`src/rtl/quad_encoder.sv`:
```
// -----------------------------------------------------------------------------
// quad_encoder
//   Quadrature decoder for the motor shaft encoder. Each incoming channel
//   passes through a two-flop synchroniser and a run-length glitch filter.
//   The filtered A/B pair is decoded into a signed position count, a
//   direction flag and an illegal-transition counter.
//
//   The inputs and outputs have no handshake. encoder_count, enc_dir and
//   error_count are level outputs that are valid in every cycle.
//   illegal_step is a single-cycle strobe, and there is no back-pressure.
//
//   Optional feature: define ENCODER_INDEX_EN to add the index channel
//   (enc_i). A rising edge of the filtered index level captures the position
//   into index_count and sets the sticky index_seen flag.
// -----------------------------------------------------------------------------
module quad_encoder #(
   parameter int FILTER_LEN  = 4,   // accepted after this many stable samples (1..255)
   parameter int COUNT_WIDTH = 64   // two's complement position width
) (
   input  logic                   CLK,
   input  logic                   resetn,
   input  logic                   enc_a,
   input  logic                   enc_b,
`ifdef ENCODER_INDEX_EN
   input  logic                   enc_i,
`endif
   input  logic                   clear,
   output logic [COUNT_WIDTH-1:0] encoder_count,
   output logic                   enc_dir,
   output logic                   illegal_step,
   output logic [7:0]             error_count
`ifdef ENCODER_INDEX_EN
   ,
   output logic [COUNT_WIDTH-1:0] index_count,
   output logic                   index_seen
`endif
);

   // Channel numbering inside the shared sync/filter arrays.
   localparam int CH_A = 0;
   localparam int CH_B = 1;
`ifdef ENCODER_INDEX_EN
   localparam int CH_I = 2;
   localparam int NCH  = 3;
`else
   localparam int NCH  = 2;
`endif

   // The filter counter resets when the sample returns to the accepted level.
   // The channel accepts the new level on its FILTER_LEN-th consecutive
   // differing sample.
   localparam logic [7:0] FILT_LAST = 8'(FILTER_LEN - 1);

   // Priming waits for FILTER_LEN + 2 quiet samples. The two extra samples
   // cover the synchroniser flops, which hold reset zeros rather than genuine
   // input samples just after reset. This keeps a non-zero resting level from
   // being decoded as a step once priming is done.
   localparam logic [8:0] PRIME_LAST = 9'(FILTER_LEN + 1);

   localparam logic [COUNT_WIDTH-1:0] CNT_ONE = COUNT_WIDTH'(1);

   // ---------------------------------------------------------------------------
   // Input gathering
   // ---------------------------------------------------------------------------
   logic [NCH-1:0] raw;

`ifdef ENCODER_INDEX_EN
   assign raw = {enc_i, enc_b, enc_a};
`else
   assign raw = {enc_b, enc_a};
`endif

   // ---------------------------------------------------------------------------
   // Synchroniser
   // ---------------------------------------------------------------------------
   logic [NCH-1:0] sync1;
   logic [NCH-1:0] sync2;

   // Two-flop synchroniser per channel; sync2 is the first usable sample.
   always_ff @(posedge CLK or negedge resetn) begin
      if (!resetn) begin
         sync1 <= '0;
         sync2 <= '0;
      end else begin
         sync1 <= raw;
         sync2 <= sync1;
      end
   end

   // ---------------------------------------------------------------------------
   // Glitch filter
   // ---------------------------------------------------------------------------
   logic [NCH-1:0] acc;
   logic [NCH-1:0] acc_nx;
   logic [7:0]     filt_cnt    [NCH];
   logic [7:0]     filt_cnt_nx [NCH];

   // Per-channel run-length filter: count consecutive samples that differ from
   // the accepted level, and accept the level when the run reaches FILTER_LEN.
   always_comb begin
      acc_nx = acc;
      for (int c = 0; c < NCH; c++) begin
         filt_cnt_nx[c] = '0;
         if (sync2[c] != acc[c]) begin
            if (filt_cnt[c] == FILT_LAST) begin
               acc_nx[c] = sync2[c];
            end else begin
               filt_cnt_nx[c] = filt_cnt[c] + 8'd1;
            end
         end
      end
   end

   // Filter state registers.
   always_ff @(posedge CLK or negedge resetn) begin
      if (!resetn) begin
         acc <= '0;
         for (int c = 0; c < NCH; c++) begin
            filt_cnt[c] <= '0;
         end
      end else begin
         acc <= acc_nx;
         for (int c = 0; c < NCH; c++) begin
            filt_cnt[c] <= filt_cnt_nx[c];
         end
      end
   end

   // ---------------------------------------------------------------------------
   // Priming
   // ---------------------------------------------------------------------------
   logic       primed;
   logic [8:0] prime_cnt;
   logic       quiet_ab;
   logic       prime_load;

   assign quiet_ab   = (sync2[CH_A] == acc[CH_A]) && (sync2[CH_B] == acc[CH_B]);
   assign prime_load = !primed && quiet_ab && (prime_cnt == PRIME_LAST);

   // Wait until both A and B have rested at their accepted levels long enough,
   // then arm the decoder. Any disturbance before then restarts the wait.
   always_ff @(posedge CLK or negedge resetn) begin
      if (!resetn) begin
         primed    <= 1'b0;
         prime_cnt <= '0;
      end else if (!primed) begin
         if (!quiet_ab) begin
            prime_cnt <= '0;
         end else if (prime_cnt == PRIME_LAST) begin
            primed <= 1'b1;
         end else begin
            prime_cnt <= prime_cnt + 9'd1;
         end
      end
   end

   // ---------------------------------------------------------------------------
   // Decode
   // ---------------------------------------------------------------------------
   logic [1:0]             curr_ab;
   logic [1:0]             prev_ab;
   logic                   ab_moved;
   logic                   step_fwd;
   logic                   step_rev;
   logic                   step_bad;
   logic [COUNT_WIDTH-1:0] count_nx;

   assign curr_ab  = {acc[CH_A], acc[CH_B]};
   assign ab_moved = primed && (curr_ab != prev_ab);

   // Classify the {prev,curr} pair of the filtered {A,B}. Both bits changing
   // in the same cycle cannot be assigned a direction, so it is illegal.
   always_comb begin
      step_fwd = 1'b0;
      step_rev = 1'b0;
      step_bad = 1'b0;
      if (ab_moved) begin
         case ({prev_ab, curr_ab})
            4'b00_10, 4'b10_11, 4'b11_01, 4'b01_00: step_fwd = 1'b1;
            4'b10_00, 4'b11_10, 4'b01_11, 4'b00_01: step_rev = 1'b1;
            default:                                step_bad = 1'b1;
         endcase
      end
   end

   // Next position: clear overrides any step that lands in the same cycle,
   // and the arithmetic wraps naturally at COUNT_WIDTH bits.
   always_comb begin
      count_nx = encoder_count;
      if (clear) begin
         count_nx = '0;
      end else if (step_fwd) begin
         count_nx = encoder_count + CNT_ONE;
      end else if (step_rev) begin
         count_nx = encoder_count - CNT_ONE;
      end
   end

   // Decode register: position, direction, illegal strobe and error tally.
   always_ff @(posedge CLK or negedge resetn) begin
      if (!resetn) begin
         prev_ab       <= 2'b00;
         encoder_count <= '0;
         enc_dir       <= 1'b0;
         illegal_step  <= 1'b0;
         error_count   <= 8'd0;
      end else begin
         encoder_count <= count_nx;
         illegal_step  <= step_bad;
         if (step_fwd) begin
            enc_dir <= 1'b1;
         end else if (step_rev) begin
            enc_dir <= 1'b0;
         end
         if (step_bad && (error_count != 8'hFF)) begin
            error_count <= error_count + 8'd1;
         end
         if (prime_load || ab_moved) begin
            prev_ab <= curr_ab;
         end
      end
   end

`ifdef ENCODER_INDEX_EN
   // ---------------------------------------------------------------------------
   // Index capture
   // ---------------------------------------------------------------------------
   logic i_prev;
   logic i_rise;

   assign i_rise = acc[CH_I] && !i_prev;

   // Latch the post-update position on a rising filtered index; clear wipes it.
   always_ff @(posedge CLK or negedge resetn) begin
      if (!resetn) begin
         i_prev      <= 1'b0;
         index_count <= '0;
         index_seen  <= 1'b0;
      end else begin
         i_prev <= acc[CH_I];
         if (clear) begin
            index_count <= '0;
            index_seen  <= 1'b0;
         end else if (i_rise) begin
            index_count <= count_nx;
            index_seen  <= 1'b1;
         end
      end
   end
`endif

endmodule

```
`config.mk`:
```
export PLATFORM = sky130hd
export DESIGN_NAME = quad_encoder
export DESIGN_NICKNAME = d
export VERILOG_FILES = /design/src/rtl/quad_encoder.sv
export SDC_FILE = /design/constraint.sdc
export NUM_CORES = 1
export LEC_CHECK = 0
export CORE_AREA = 2 2 88 175
export CTS_CLUSTER_SIZE = 28
export DETAILED_ROUTE_END_ITERATION = 8
export DIE_AREA = 0 0 90 177
export PLACE_DENSITY = 0.81
export SLEW_MARGIN = 20
export SYNTH_ARGS = -nofsm -noshare
export SYNTH_HDL_FRONTEND = slang
export SYNTH_SLANG_ARGS = --single-unit
export TNS_END_PERCENT = 30
```
`constraint.sdc`:
```
create_clock -name CLK -period 9.7 [get_ports CLK]
set_input_delay 1.94 -clock CLK [delete_from_list [all_inputs] [get_ports CLK]]
set_output_delay 1.94 -clock CLK [all_outputs]
set_load 0.01 [all_outputs]
```
### Word-level counts from Yosys, hierarchy flattened

Cells that the tools add are included.
W data, S select, Z words.

* muxes and demuxes: 20
* eq/ne operators: 18
* add/sub/neg operators: 6
* reductions and logical operators: 15
* bitwise logic cells: 1

Operators with widths (count)
* $mux W64: 3
* $add A64 B1 Y64 const B: 1
* $sub A64 B1 Y64 const B: 1
* $mux W8: 4
* $add A8 B1 Y8 const B: 3
* $mux W9: 2
* $eq A4 B4 Y1 const B: 4
* $eq A8 B2 Y1 const B: 2
* $mux W1: 11
* $add A9 B1 Y9 const B: 1
* $eq A9 B3 Y1 const B: 1
* $eq A4 B3 Y1 const B: 2
* $ne A8 B8 Y1 const B: 1
* $reduce_or A4 Y1: 2
* $reduce_or A8 Y1: 1
* $reduce_and A2 Y1: 3
* $logic_and A1 B1 Y1: 5
* $eq A4 B1 Y1 const B: 1
* $eq A4 B2 Y1 const B: 1
* $reduce_bool A3 Y1: 1
* $eq A1 B1 Y1: 2
* $ne A1 B1 Y1: 2
* $ne A2 B2 Y1: 1
* $ne A2 B2 Y1 const B: 1
* other kinds (4): 4

* logic and storage cells: 73
* register bits after elaboration: 108
* input port bits: 5

### Logic depth before layout (Yosys ltp)

* word-level depth: 7
* gate-level depth with buffers: 13
* gate-level depth less buffers: 12

### Least setup slack after synthesis

No wires, ideal clock.

* path kind: flip-flop to flip-flop
* start point: reg acc[1]
* end point: reg encoder_count[54]
* clock period less this slack: 5.369 ns
* arrival: 5.242 ns
* slack: 4.331 ns
* cell stages (with the launch flop): 13
* path through: dfrtp_1 > xnor2_1 > nand3_1 > fa_1 > a21oi_1 > o211ai_1 > a31o_2 > a32oi_2 > a21oi_1 > a2111o_1 > nand3_1 > nor4_1 > a311o_1

* word-level cells in the longest chain between the ends: 6
* elaborated cells between the ends (all ways): 19

RTL lines
* start: declaration: line 93 `logic [NCH-1:0] acc;`
* start signal: assignment: line 122 `acc <= acc_nx;`
* $eq A4 B2 Y1 (tied with other cells): line 178 `case ({prev_ab, curr_ab})`
* $reduce_or A4 Y1: line 178
* $mux W1: line 178
* $mux W1: line 177 `if (ab_moved) begin`
* $mux W64: line 192 `end else if (step_fwd) begin`
* $mux W64: line 190 `if (clear) begin`
* end signal: assignment: line 208 `encoder_count <= count_nx;`
* end: declaration: line 28 `output logic [COUNT_WIDTH-1:0] encoder_count,`

Parallel ways exist; a longest one is shown, timed or not.
A chain may end at the register's enable or synchronous reset.

### Worst setup path after layout

* start point: reg acc[0]
* end point: reg encoder_count[63]

Same word-level chain as after synthesis.

==> qor.csv <==
metric,value,unit
antenna cells,0,
R2R cell count,12,
Post-Syn Nets,1122,
row cnt,63,
worst skew pair latency,0.36,ns
initial core utilization,58.46,%
met1 usage,37.86,%
met2 Track Usage GR,47.87,%
io pins,79,
measured slew at the worst slew-check pin,1.075,ns
CP required,9.94,ns
hold depth,0,
clock-pin slew on the worst setup and hold paths,0.07,ns
DR iter-0 viols,501,
WL/cell,17.12,µm
Tcrit/Tclk final,51.66,%
Fillers,1282,
leak pwr,4.687,nW
crit end category,flip-flop,
Clock Skew,0.008385,ns
# Max-Cap Violations,0,
Via density,6.140,
vias in the first global route,7602,
"EDFF count, synth",0,
initial antenna violation count,0,
"commonest non-fill, non-tap cell in the layout",nand2_1,
Avg Inst Size Synth,8.273,µm²
Post-CTS Resized,0,
max-slew violation count,0,
endpoints failing hold,0,
CTS Hold Bufs,0,
final wirelength,22070,µm
Critical Path Fanout Max,81,
H-tree depth,3,
GR Util All Layers,28.31,%
Hold Worst Slack,0.3636,ns
CTS sink cnt,108,
Clock Root Buffer,clkbuf_16,
Multi-input gate area,0.005549,mm²
CTS Buf Count,9,
die area,0.01593,mm²
sequential fraction of the synthesis area,31.53,%
Yosys reg bits,108,
minimum clock period,5.011,ns
first drt pass iteration count,5,
Placer Congestion,0.9281,
Setup Buffers After CTS,0,
Critical Path Source Type,flip-flop,
PortBufs,78,
Max Fclk,199.6,MHz
nets@finish,1175,
Power Dens Cells,258.2,mW/mm²
RSZ-0062 raised after global routing,no,
yosys warns,0,
CP arrival,5.25,ns
Synth async-reset ratio,100.0,%
share of post-route cells with drive strength above 1,4.022,%
largest net degree at the start of global routing,82,
via count,7915,
final-report setup violation count,0,
Die W,90,µm
first-pass GRT wire length,37200,µm
GR Layer Usage met3,3.407,%
Rel. slew slack,28.36,%
most used flip-flop cell after synthesis,dfrtp_1,
"Cell Area, Synth",0.008571,mm²
DIE HEIGHT,177,µm
"commonest cells after routing, fill and taps aside","nand2_1 (163), a21oi_1 (130), dfrtp_1 (108)",
HPWL after DPL,16040,µm
grt total ovfl,0,
Final ANT Viol Nets,0,
worst min-delay path category,flip-flop to flip-flop,
layer carrying the most global-route usage,met2,
CTS Buffer Depth,2,
synthesized netlist cell count,1036,
CP Class,flip-flop to flip-flop,
TNS Setup,0,ns
FF/Latch Area,0.002703,mm²
CTS tree,done,
synth unique cells,72,
Area Overhead vs Synth,13.23,%
core region area,0.01466,mm²
peak supply drop,0.0002265,V
drc violations,0,
status,"complete, no violations",
==> worst paths after layout <==
check	start	end	slack [ns]
max in group asynchronous	resetn	encoder_count[51]	6.89
min in group asynchronous	resetn	filt_cnt[5]	1.53
worst max-delay path	acc[0]	encoder_count[63]	4.69
worst min register to register	sync1[1]	sync2[1]	0.36
worst max register to register	acc[0]	encoder_count[63]	4.69
worst min-delay path	sync1[1]	sync2[1]	0.36
==> critical path, cell delays in order (launching register included) <==
cell      delay [ns]
dfrtp_1         0.45
xor2_1          0.31
nand3_4         0.79
ha_1            0.76
a21oi_1         0.19
a21boi_0        0.17
o31ai_1         0.33
a21oi_1         0.19
a31oi_1         0.59
o22ai_1         0.38
a31oi_1         0.41
a21oi_1         0.08
nand4b_1        0.19
==> flip-flops by register name (all words and copies together) (netlist names) <==
signal	cells
acc	2
error_count	8
prime_cnt	9
prev_ab	2
sync1	2
filt_cnt	16
enc_dir	1
illegal_step	1
sync2	2
primed	1
encoder_count	64
==> report_power, final <==
part           switching [mW]  leakage, nW  internal [mW]
combinational           0.910         3.04          0.649
sequential             0.0469         1.49          0.490
clock                   0.174        0.159          0.237
==> stage by stage <==
step                      power (mW)  cells  setup slack, ns  instance area (µm²)  util [%]
after floorplan                1.710   1036            4.331                 8571         -
after global placement         2.054   1273            4.980                 9378     63.96
after detailed placement       2.067   1273            4.804                 9378     63.96
after CTS                      2.490   1289            4.771                 9704     66.19
after global routing           2.678   1289            4.331                 9704     66.19
final                          2.505   1289            4.689                 9704     66.19
==> cells in the mapped netlist (7+ instances only) <==
library cell    n  share of area (%)
nand2_1       163                7.1
a21oi_1       130                7.6
dfrtp_1       108                 32
ha_1           80                 12
nor2_1         71                3.1
o21ai_0        62                3.6
xnor2_1        37                3.8
xor2_1         35                3.6
nand3_1        34                2.0
a21o_1         27                2.4
nand4_1        25                1.8
clkbuf_1       23                1.0
inv_1          21               0.92
o21bai_1       17                1.5
o31ai_1        17                1.5
a31oi_1        15                1.1
nor3_1         15               0.88
and3_1         13               0.95
o21a_1         10               0.88
a211oi_1        7               0.61
==> final cells by class <==
cell class              instances  area share (%)
clock buffers                  12           2.540
clock inverters                 4          0.8252
inverters                      21          0.8123
multi-input cells             867           57.18
flip-flops and latches        108           27.85
well taps                     195           2.514
repair buffers                 82           8.277
==> kinds of logic after synthesis <==
kind of cell / synth area share (%)
simple gates: 20.58
compound gates: 23.82
flops: 31.53
fa+ha+maj: 11.91
xor+xnor: 7.358
buf+inv: 3.912
mux: 0.8759
==> layer usage <==
| layer | wire (µm) | vias up |
|---|---|---|
| li1 | - | 3874 |
| met1 | 9639 | 3755 |
| met2 | 10820 | 249 |
| met3 | 1096 | 37 |
| met4 | 510 | 0 |
| met5 | 0 | - |
Power figures use the tool's default switching activity.
